$ cat src/rtl/ring_decoder.sv
// Ring-counter phase decoder: decodes one-hot phase lines from a 4-stage ring
// counter, tracks sequence lock, and counts sequencing faults seen while locked.
module ring_decoder #(
   parameter int unsigned LOCK_CNT = 4,
   parameter int unsigned ERR_W    = 8
) (
   input  logic             clk,
   input  logic             rst,
   input  logic             en,
   input  logic             q0,
   input  logic             q1,
   input  logic             q2,
   input  logic             q3,
   input  logic             clr_err,
   output logic [1:0]       phase,
   output logic             phase_valid,
   output logic             locked,
   output logic             seq_err,
   output logic [ERR_W-1:0] err_cnt
);

   // state    | meaning
   // UNLOCKED | no usable history; waiting for any legal sample
   // ACQUIRE  | counting consecutive in-sequence legal samples toward lock
   // LOCKED   | sequence trusted; any illegal/out-of-sequence sample is a fault
   typedef enum logic [1:0] {
      UNLOCKED = 2'd0,
      ACQUIRE  = 2'd1,
      LOCKED   = 2'd2
   } state_t;

   localparam logic [3:0]       LOCK_TGT = 4'(LOCK_CNT);
   localparam logic [ERR_W-1:0] ERR_MAX  = '1;

   state_t           state_q, state_d;
   logic [3:0]       good_q, good_d;
   logic [1:0]       phase_q, phase_d;
   logic             phase_valid_q, phase_valid_d;
   logic             locked_q, locked_d;
   logic             seq_err_q, seq_err_d;
   logic [ERR_W-1:0] err_cnt_q, err_cnt_d;

   logic [3:0]       q_vec;
   logic             legal;
   logic [1:0]       enc;
   logic             in_seq;
   logic [3:0]       good_inc;

   // Decode the sample: legal only when exactly one line is high.
   always_comb begin
      q_vec = {q3, q2, q1, q0};
      legal = 1'b1;
      enc   = 2'd0;
      case (q_vec)
         4'b0001: enc = 2'd0;
         4'b0010: enc = 2'd1;
         4'b0100: enc = 2'd2;
         4'b1000: enc = 2'd3;
         default: legal = 1'b0;
      endcase
      // A repeat of the previous phase fails this compare, so it is out-of-sequence.
      in_seq   = legal && (enc == (phase_q + 2'd1));
      good_inc = good_q + 4'd1;
   end

   // Next-state, phase tracking and fault counting.
   always_comb begin
      state_d       = state_q;
      good_d        = good_q;
      phase_d       = phase_q;
      phase_valid_d = phase_valid_q;
      seq_err_d     = 1'b0;
      err_cnt_d     = err_cnt_q;

      if (en) begin
         phase_valid_d = legal;
         if (legal) begin
            phase_d = enc;
         end
         case (state_q)
            UNLOCKED: begin
               if (legal) begin
                  good_d  = 4'd1;
                  state_d = (LOCK_TGT == 4'd1) ? LOCKED : ACQUIRE;
               end
            end
            ACQUIRE: begin
               if (!legal) begin
                  state_d = UNLOCKED;
                  good_d  = 4'd0;
               end else if (in_seq) begin
                  good_d = good_inc;
                  if (good_inc >= LOCK_TGT) begin
                     state_d = LOCKED;
                  end
               end else begin
                  // Restart the run from the new phase rather than dropping out.
                  good_d = 4'd1;
               end
            end
            LOCKED: begin
               if (!in_seq) begin
                  seq_err_d = 1'b1;
                  state_d   = UNLOCKED;
                  good_d    = 4'd0;
               end
            end
            default: begin
               state_d = UNLOCKED;
               good_d  = 4'd0;
            end
         endcase
      end

      locked_d = (state_d == LOCKED);

      // Clear wins over a coincident fault; the pulse itself still goes out.
      if (clr_err) begin
         err_cnt_d = '0;
      end else if (seq_err_d && (err_cnt_q != ERR_MAX)) begin
         err_cnt_d = err_cnt_q + 1'b1;
      end
   end

   // Register all state and outputs; reset overrides enable and clear.
   always_ff @(posedge clk) begin
      if (rst) begin
         state_q       <= UNLOCKED;
         good_q        <= 4'd0;
         phase_q       <= 2'd0;
         phase_valid_q <= 1'b0;
         locked_q      <= 1'b0;
         seq_err_q     <= 1'b0;
         err_cnt_q     <= '0;
      end else begin
         state_q       <= state_d;
         good_q        <= good_d;
         phase_q       <= phase_d;
         phase_valid_q <= phase_valid_d;
         locked_q      <= locked_d;
         seq_err_q     <= seq_err_d;
         err_cnt_q     <= err_cnt_d;
      end
   end

   assign phase       = phase_q;
   assign phase_valid = phase_valid_q;
   assign locked      = locked_q;
   assign seq_err     = seq_err_q;
   assign err_cnt     = err_cnt_q;

endmodule

$ cat config.mk
export PLATFORM = sky130hd
export DESIGN_NAME = ring_decoder
export DESIGN_NICKNAME = d
export VERILOG_FILES = /design/src/rtl/ring_decoder.sv
export SDC_FILE = /design/constraint.sdc
export NUM_CORES = 1
export LEC_CHECK = 0
export CAP_MARGIN = 20
export CORE_ASPECT_RATIO = 1.25
export CORE_MARGIN = 2
export CORE_UTILIZATION = 52
export CTS_BUF_LIST = sky130_fd_sc_hd__clkbuf_4
export DETAILED_ROUTE_END_ITERATION = 7
export PLACE_DENSITY_LB_ADDON = 0.15
export SYNTH_ARGS = -nofsm -noshare
export SYNTH_HDL_FRONTEND = slang
export SYNTH_SLANG_ARGS = --single-unit
$ cat constraint.sdc
create_clock -name clk -period 2.8 [get_ports clk]
set_input_delay 0.84 -clock clk [delete_from_list [all_inputs] [get_ports clk]]
set_output_delay 0.84 -clock clk [all_outputs]
set_load 0.01 [all_outputs]
* Word level (Yosys, flattened, before mapping) *
Index checks and enable logic that the tools add are counted.

operators by class
  equal/unequal tests = 11
  mux-type cells = 17
  $mul = 0
  bitwise gates (word level) = 0
  order comparisons = 1
  reduce and logical (&&, ||, !) cells = 7
  shifts and indexed selects = 0
  div/mod/pow operators = 0
  $add $sub $neg = 3

operator list
  kind                                                                number
  2-to-1 mux 4 bit                                                    4
  2-to-1 mux 2 bit                                                    6
  case mux 2 bit (3 select lines)                                     2
  case mux 4 bit (3 select lines)                                     1
  adder 8 x 1 -> 8 bit (second input constant)                        1
  inequality test 8 bit (second input constant)                       1
  adder 4 x 1 -> 4 bit (second input constant)                        1
  == test 2 bit (second input constant)                               2
  == test 4 x 1 -> 1 bit (second input constant)                      1
  == test 4 x 2 -> 1 bit (second input constant)                      1
  == test 4 x 3 -> 1 bit (second input constant)                      1
  == test 4 bit (second input constant)                               1
  greater-or-equal comparator 4 x 3 -> 1 bit (second input constant)  1
  2-to-1 mux 1 bit                                                    4
  inequality test 2 bit (second input constant)                       2
  OR reduction 4 bit                                                  1
  AND reduction 3 bit                                                 1
  adder 2 x 1 -> 2 bit (second input constant)                        1
  == test 2 x 1 -> 1 bit (second input constant)                      1
  == test 2 bit                                                       1
  logical AND 1 bit                                                   2
  zero test 2 bit                                                     1
  AND reduction 2 bit                                                 1
  OR reduction 2 bit                                                  1

storage, ports and cells
  register bits after elaboration = 19
  RAM bits = 0
  output and inout bits = 13
  bits in read-only memories = 0
  input bits = 8
  memories kept = 0
  bits in latches = 0
  word-level logic and storage cells = 46

* Logic depth before layout (Yosys ltp) *
Gate-level depths: netlist (run 1).

  depth in word-level cells = 9
  gate-level depth with buffers = 8
  mapped depth without buffers = 7

* Worst setup path before layout (run 1) *
No wires, ideal clock.

  kind = input to register
  from = input port q0
  to = register good_q[2]
  required time = 2.680 ns
  stages = 7
  setup time = 0.120 ns
  arrival = 2.128 ns
  setup slack = 0.553 ns
  buffers on the path = 1
  cell sequence = buf_2 > and3b_1 > o21ai_2 > nand3_2 > a221o_1 > nor2b_4 > a211o_1

on the way
  longest elaborated chain between the ends = 7
  elaborated cells between the ends (all ways) = 15
  those cells by class = 7 x eq/ne; 5 x mux; 3 x reduce/logical

RTL lines
  what                                                                          line    source
  start: declaration                                                            10      input logic q0,
  == test 4 bit (tied with other cells)                                         54      case (q_vec)
  case mux 2 bit (3 select lines) / OR reduction 4 bit (equally long branches)  -
  == test 2 bit / 2-to-1 mux 1 bit (equally long branches)                      62, 54
  logical AND 1 bit                                                             62      in_seq = legal && (enc == (phase_q + 2'd1));
  2-to-1 mux 4 bit                                                              91      end else if (in_seq) begin
  2-to-1 mux 4 bit                                                              88      if (!legal) begin
  case mux 4 bit (3 select lines)                                               80      case (state_q)
  end signal: assignment                                                        137     good_q <= good_d;
  end: declaration                                                              36      logic [3:0] good_q, good_d;

Parallel ways exist; a longest one is shown, timed or not.
A chain may end at the register's enable or synchronous reset.

* Worst setup path after layout (run 1) *
  from = input port q0
  to = register good_q[0]

Same word-level chain as after synthesis.

==> impl_metrics.env, run 1 <==
export IMPL_status="completed"
export IMPL_p_per_area_nw_per_um2=367
export IMPL_pwr_share_clk_pct=29.3
export IMPL_power_internal_uw=371
export IMPL_hp_class="register to register"
export IMPL_grt_max_degree=11
export IMPL_fin_crit_sh_pct=88.1
export IMPL_die_h_um=54.4
export IMPL_crit_buf_inv=1
export IMPL_drcViolationCount=0
export IMPL_cts_buffer_depth=2
export IMPL_reg2reg_to="err_cnt[7]$_SDFFE_PP0P_"
export IMPL_post_drt_via_cell_ratio=5.76
export IMPL_antenna_found_initial=0
export IMPL_skew_ns=0.00981
export IMPL_ys_flop_type="dfxtp_1"
export IMPL_setup_viol=0
export IMPL_grtUsageMet2_pct=40.7
export IMPL_critPathMaxFanout=7
export IMPL_cts_hold_buf=0
export IMPL_final_antenna_net_count=0
export IMPL_vias=990
export IMPL_dpl_cell_area_um2=1290
export IMPL_fmax_mhz=405
export IMPL_arrival_ns=2.63
export IMPL_worstHoldStart="err_cnt[6]$_SDFFE_PP0P_"
export IMPL_hold_viol=0
export IMPL_end_kind="register"
export IMPL_wirelength_um=2220
export IMPL_fin_ws_ns=0.334
export IMPL_start_kind="primary input"
export IMPL_required_ns=2.96
export IMPL_slew_violations=0
export IMPL_worstHoldPathCells=1
export IMPL_rsz0062_at_grt="no"
export IMPL_power_switching_uw=114
export IMPL_synth_distinct_cells=41
export IMPL_synth_yosys_seq_area_share_pct=35.9
export IMPL_path_clk_slew_ns=0.10
export IMPL_reg2reg_slack_ns=1.00
export IMPL_diodes=0
export IMPL_grt_pass1_vias=916
export IMPL_holdPathEnd="err_cnt[6]$_SDFFE_PP0P_"
export IMPL_design_area_um2=1320
export IMPL_post_synth_cell_area_avg_um2=8.21
export IMPL_grt_pass1_wl_um=3730
export IMPL_power_leakage_nw=0.481
export IMPL_post_route_min_period_ns=2.47
export IMPL_ctsHtreeMaxLevel=1
export IMPL_final_common_cell="clkdlybuf4s50_1"
export IMPL_initial_core_util_pct=54.0
export IMPL_grt_met3_usage_pct=2.31
export IMPL_grt_usage_pct=20.3
export IMPL_syn2layout_area_growth_pct=24.9
export IMPL_final_util_pct=67.5
export IMPL_grt_busiest_layer="met2"
export IMPL_seq_power_share_pct=57.5
export IMPL_wl_per_cell_um=12.9
export IMPL_dieArea_um2=2410
export IMPL_synthCells=129
export IMPL_worstReg2RegStart="err_cnt[0]$_SDFFE_PP0P_"
export IMPL_slowest_stage="clkdlybuf4s50_1"
export IMPL_dp_hpwl_um=1700
export IMPL_synth_nets=139
export IMPL_worstSkewPairLatency_ns=0.29
export IMPL_place_congestion=0.782
export IMPL_overflow=0
export IMPL_p_sw_share_pct=23.5
export IMPL_synth_seq_cells=19
export IMPL_ctsResizeCount=0
export IMPL_pin_count=21
export IMPL_ys_warn_count=0
export IMPL_maxSlewHeadroom_pct=74.6
export IMPL_tightestPinTransition_ns=0.372
export IMPL_maxCapViolCount=0
export IMPL_ys_async_sr_fraction_pct=0
export IMPL_fill_cells=173
export IMPL_worstRegToRegCells=7
export IMPL_post_cts_buffers=0
export IMPL_cpPeakStageDelay_ns=0.54
export IMPL_gr_usage_met1_pct=21.8
export IMPL_drive_gt1_share_pct=11.8
export IMPL_clock_sink_count=19
export IMPL_criticalPathCategory="primary input to register"
export IMPL_cts_buffers=3
export IMPL_drtIter0Drc=16
export IMPL_drt_pass1_iterations=4
export IMPL_post_place_ws_ns=0.0537
export IMPL_fin_setup_tns_ns=0
export IMPL_num_rows=18
export IMPL_synth_area_um2=1060
export IMPL_synth_edf_count=0
export IMPL_final_cell_mix="clkdlybuf4s50_1, nor2_1, dfxtp_1"
export IMPL_fp_dieW_um=44.4
export IMPL_io_buffers=20
export IMPL_p_total_uw=485
export IMPL_clock_root_buffer="clkbuf_4"
export IMPL_p_comb_share_pct=13.2
export IMPL_fin_nets=163
export IMPL_critPathTopFamily="compound AO/OA/AOI/OAI gates"
export IMPL_crit_chain="clkdlybuf4s50_1 > xor2_1 > a22oi_1 > nor2_1 > a21boi_0 > a2111oi_0 > nor3_1"
export IMPL_tritoncts="yes"
export IMPL_core_area_um2=1960
export IMPL_irDropWorstVdd_mv=0.222
-- layout make-up --
type / instances / area (µm²) / area share [%]
multi-input cells: 100 / 631 / 47.7
clock buffers: 4 / 30.0 / 2.27
well taps: 20 / 25.0 / 1.89
flip-flops and latches: 19 / 380 / 28.8
repair buffers: 26 / 245 / 18.5
inverters: 3 / 11.3 / 0.851
-- through the flow --
stage | cells | hold WS (ns)
finish | 172 | 0.501
global route | 172 | 0.518
global placement | 168 | 0.475
detailed placement | 168 | 0.478
floorplan | 129 | 0.495
CTS | 172 | 0.495
-- cell usage after synthesis, types with 2 or more instances --
master     n  share of area, %
a211oi_1   4               2.8
dfxtp_1   19                36
nand3_1    6               2.8
ha_1       2               2.4
nand2_1    7               2.5
nor3_1    11               5.2
xor2_1     3               2.5
nor2_1    19               6.7
or2_2      2               1.2
nor3b_1    3               2.1
a21oi_1    3               1.4
nor2b_1    3               1.8
xnor2_1    6               5.0
nand4_1    4               2.4
a31oi_1    2               1.2
buf_2      5               2.4
o21ai_0    2              0.95
inv_1      3               1.1
and3_1     3               1.8
-- cell families (layout without fill, tap and decap cells) --
logic type	Yosys count	after routing	share of synthesized area (%)
compound gates	22	22	15.0
xor+xnor	9	9	7.45
fa+ha+maj	2	2	2.36
buf+inv	10	33	4.49
flops	19	19	35.9
mux	1	1	0.946
simple gates	66	66	33.8
-- worst max path at each step --
stage | from | end | slack, ns | depth (start not counted)
final | q0 | good_q[0]$_SDFFE_PP0P_ | 0.33 | 7
after global routing | q0 | good_q[0]$_SDFFE_PP0P_ | 0.16 | 7
after CTS | q0 | good_q[0]$_SDFFE_PP0P_ | 0.35 | 7
after detailed placement | q0 | err_cnt[7]$_SDFFE_PP0P_ | 0.05 | 8
after global placement | q2 | good_q[0]$_SDFFE_PP0P_ | 0.04 | 8
after floorplan | q0 | good_q[2]$_SDFFE_PP0P_ | 0.55 | 7
-- layer usage --
layer | vias to the layer above | routed length, µm
li1 | 509 | -
met4 | 0 | 14
met5 | - | 0
met1 | 455 | 952
met2 | 24 | 1170
met3 | 2 | 87
-- sequential cells by signal, summed over array words and instances, names as in the netlist --
register and count:
seq_err 1, phase_valid 1, phase 2, err_cnt 8, state_q 2, good_q 4, locked 1
-- power groups by stage --
stage                     Combinational [mW]  Sequential, mW  Clock [mW]
after floorplan                       0.0382           0.285           0
after global placement                0.0624           0.285           0
after detailed placement              0.0636           0.285           0
after CTS                             0.0639           0.279       0.147
after global routing                  0.0701           0.279       0.161
final                                 0.0639           0.279       0.142
Power figures use the tool's default switching activity.
==> run 2: changes to the inputs <==
GPL_TIMING_DRIVEN = 0   (was not set)
==> run 2 against run 1 <==
Against the previous run:
- worst setup slack got worse by 0.029 ns
- register-to-register slack worse by 0.03 ns
- sequential cell count stayed put
- routed wire length up 1.9%
- power shrank 0.56%
- maximum frequency shrank 1.2%
- critical path depth rose by 1
- global-route usage increased by 1.6 points
- non-clock buffer count decreased by 3
- combinational power fell by 12%
- largest power group unchanged
==> impl_metrics.env, run 2 (synthesis results as in run 1) <==
export IMPL_antenna_found_initial=0
export IMPL_fin_setup_tns_ns=0
export IMPL_power_leakage_nw=0.463
export IMPL_maxCapViolCount=0
export IMPL_slowest_stage="clkdlybuf4s50_1"
export IMPL_required_ns=2.98
export IMPL_crit_buf_inv=2
export IMPL_grt_usage_pct=21.9
export IMPL_wirelength_um=2260
export IMPL_m1WireLength_um=964
export IMPL_p_per_area_nw_per_um2=379
export IMPL_ctsHtreeMaxLevel=1
export IMPL_num_rows=18
export IMPL_critPathTopFamily="buffers and inverters"
export IMPL_syn2layout_area_growth_pct=20.3
export IMPL_skew_ns=0.00778
export IMPL_fp_dieW_um=44.4
export IMPL_post_route_min_period_ns=2.50
export IMPL_grt_max_degree=11
export IMPL_diodes=0
export IMPL_io_buffers=16
export IMPL_dp_hpwl_um=1710
export IMPL_pin_count=21
export IMPL_critPathMaxFanout=10
export IMPL_cpPeakStageDelay_ns=0.50
export IMPL_hp_class="register to register"
export IMPL_clock_sink_count=19
export IMPL_cts_buffer_depth=2
export IMPL_drtIter0Drc=20
export IMPL_final_cell_mix="nor2_1, dfxtp_1, clkdlybuf4s50_1"
export IMPL_path_clk_slew_ns=0.10
export IMPL_drcViolationCount=0
export IMPL_largest_register_ffs=8
export IMPL_irDropWorstVdd_mv=0.222
export IMPL_drt_pass1_iterations=4
export IMPL_slew_violations=0
export IMPL_dr_wl_met3_um=89
export IMPL_dr_wl_met2_um=1170
export IMPL_post_cts_buffers=0
export IMPL_clock_root_buffer="clkbuf_4"
export IMPL_p_total_uw=482
export IMPL_tritoncts="yes"
export IMPL_post_place_ws_ns=0.0187
export IMPL_worstReg2RegStart="err_cnt[0]$_SDFFE_PP0P_"
export IMPL_cts_buffers=3
export IMPL_final_antenna_net_count=0
export IMPL_arrival_ns=2.67
export IMPL_rsz0062_at_grt="no"
export IMPL_stdcell_count=169
export IMPL_setup_viol=0
export IMPL_grt_pass1_wl_um=3880
export IMPL_core_area_um2=1960
export IMPL_routed_top_layer="met4"
export IMPL_tightestPinTransition_ns=0.419
export IMPL_worstSkewPairLatency_ns=0.30
export IMPL_place_congestion=0.760
export IMPL_end_kind="register"
export IMPL_dieArea_um2=2410
export IMPL_ctsResizeCount=0
export IMPL_startpoint="q1"
export IMPL_cts_hold_buf=0
export IMPL_reg2reg_slack_ns=0.97
export IMPL_status="completed"
export IMPL_maxSlewHeadroom_pct=71.3
export IMPL_die_h_um=54.4
export IMPL_fin_nets=160
export IMPL_crit_chain="clkdlybuf4s50_1 > nor2_1 > nand4_1 > nand3_2 > buf_2 > a21boi_0 > a2111oi_0 > nor3_1"
export IMPL_fmax_mhz=401
export IMPL_placed_cells=165
export IMPL_hold_viol=0
export IMPL_grt_pass1_vias=932
export IMPL_criticalPathCategory="primary input to register"
export IMPL_worstHoldStart="err_cnt[6]$_SDFFE_PP0P_"
export IMPL_vias=998
export IMPL_overflow=0
export IMPL_drive_gt1_share_pct=12.1
export IMPL_initial_core_util_pct=54.0
export IMPL_start_kind="primary input"
export IMPL_fin_crit_sh_pct=89.1
export IMPL_post_drt_via_cell_ratio=5.91
export IMPL_fin_ws_ns=0.305
export IMPL_wl_per_cell_um=13.4
==> run 2: stage by stage <==
stage	utilization, %	hold slack [ns]	cell area, µm²
CTS	65.0	0.500	1270
floorplan	-	0.495	1060
global placement	63.5	0.477	1240
finish	65.0	0.504	1270
detailed placement	63.5	0.478	1240
global route	65.0	0.529	1270
==> run 2: power breakdown <==
| group | internal (mW) | switching [mW] |
|---|---|---|
| logic | 0.0256 | 0.0308 |
| clock network | 0.0652 | 0.0822 |
| registers | 0.274 | 0.00452 |
==> run 2: area by class of cell <==
class / count / area, µm²
multi-input combinational: 100 / 631
buffer: 7 / 36.3
timing repair buffer: 16 / 160
tap: 20 / 25.0
sequential: 19 / 380
inverter: 3 / 11.3
fill: 184 / 686
clock buffer: 4 / 30.0
==> run 2: path summary, 6_finish.rpt <==
path	depth (start not counted)	endpoint
worst min-delay path	1	err_cnt[6]$_SDFFE_PP0P_
worst max register to register	7	err_cnt[7]$_SDFFE_PP0P_
worst max-delay path	8	good_q[0]$_SDFFE_PP0P_
worst min register to register	1	err_cnt[6]$_SDFFE_PP0P_
==> run 2: per-layer routing <==
metal | GRT usage (%) | vias to the layer above
li1 | - | 503
met5 | 0 | -
met1 | 24.5 | 466
met3 | 3.30 | 4
met2 | 40.9 | 25
met4 | 9.09 | 0
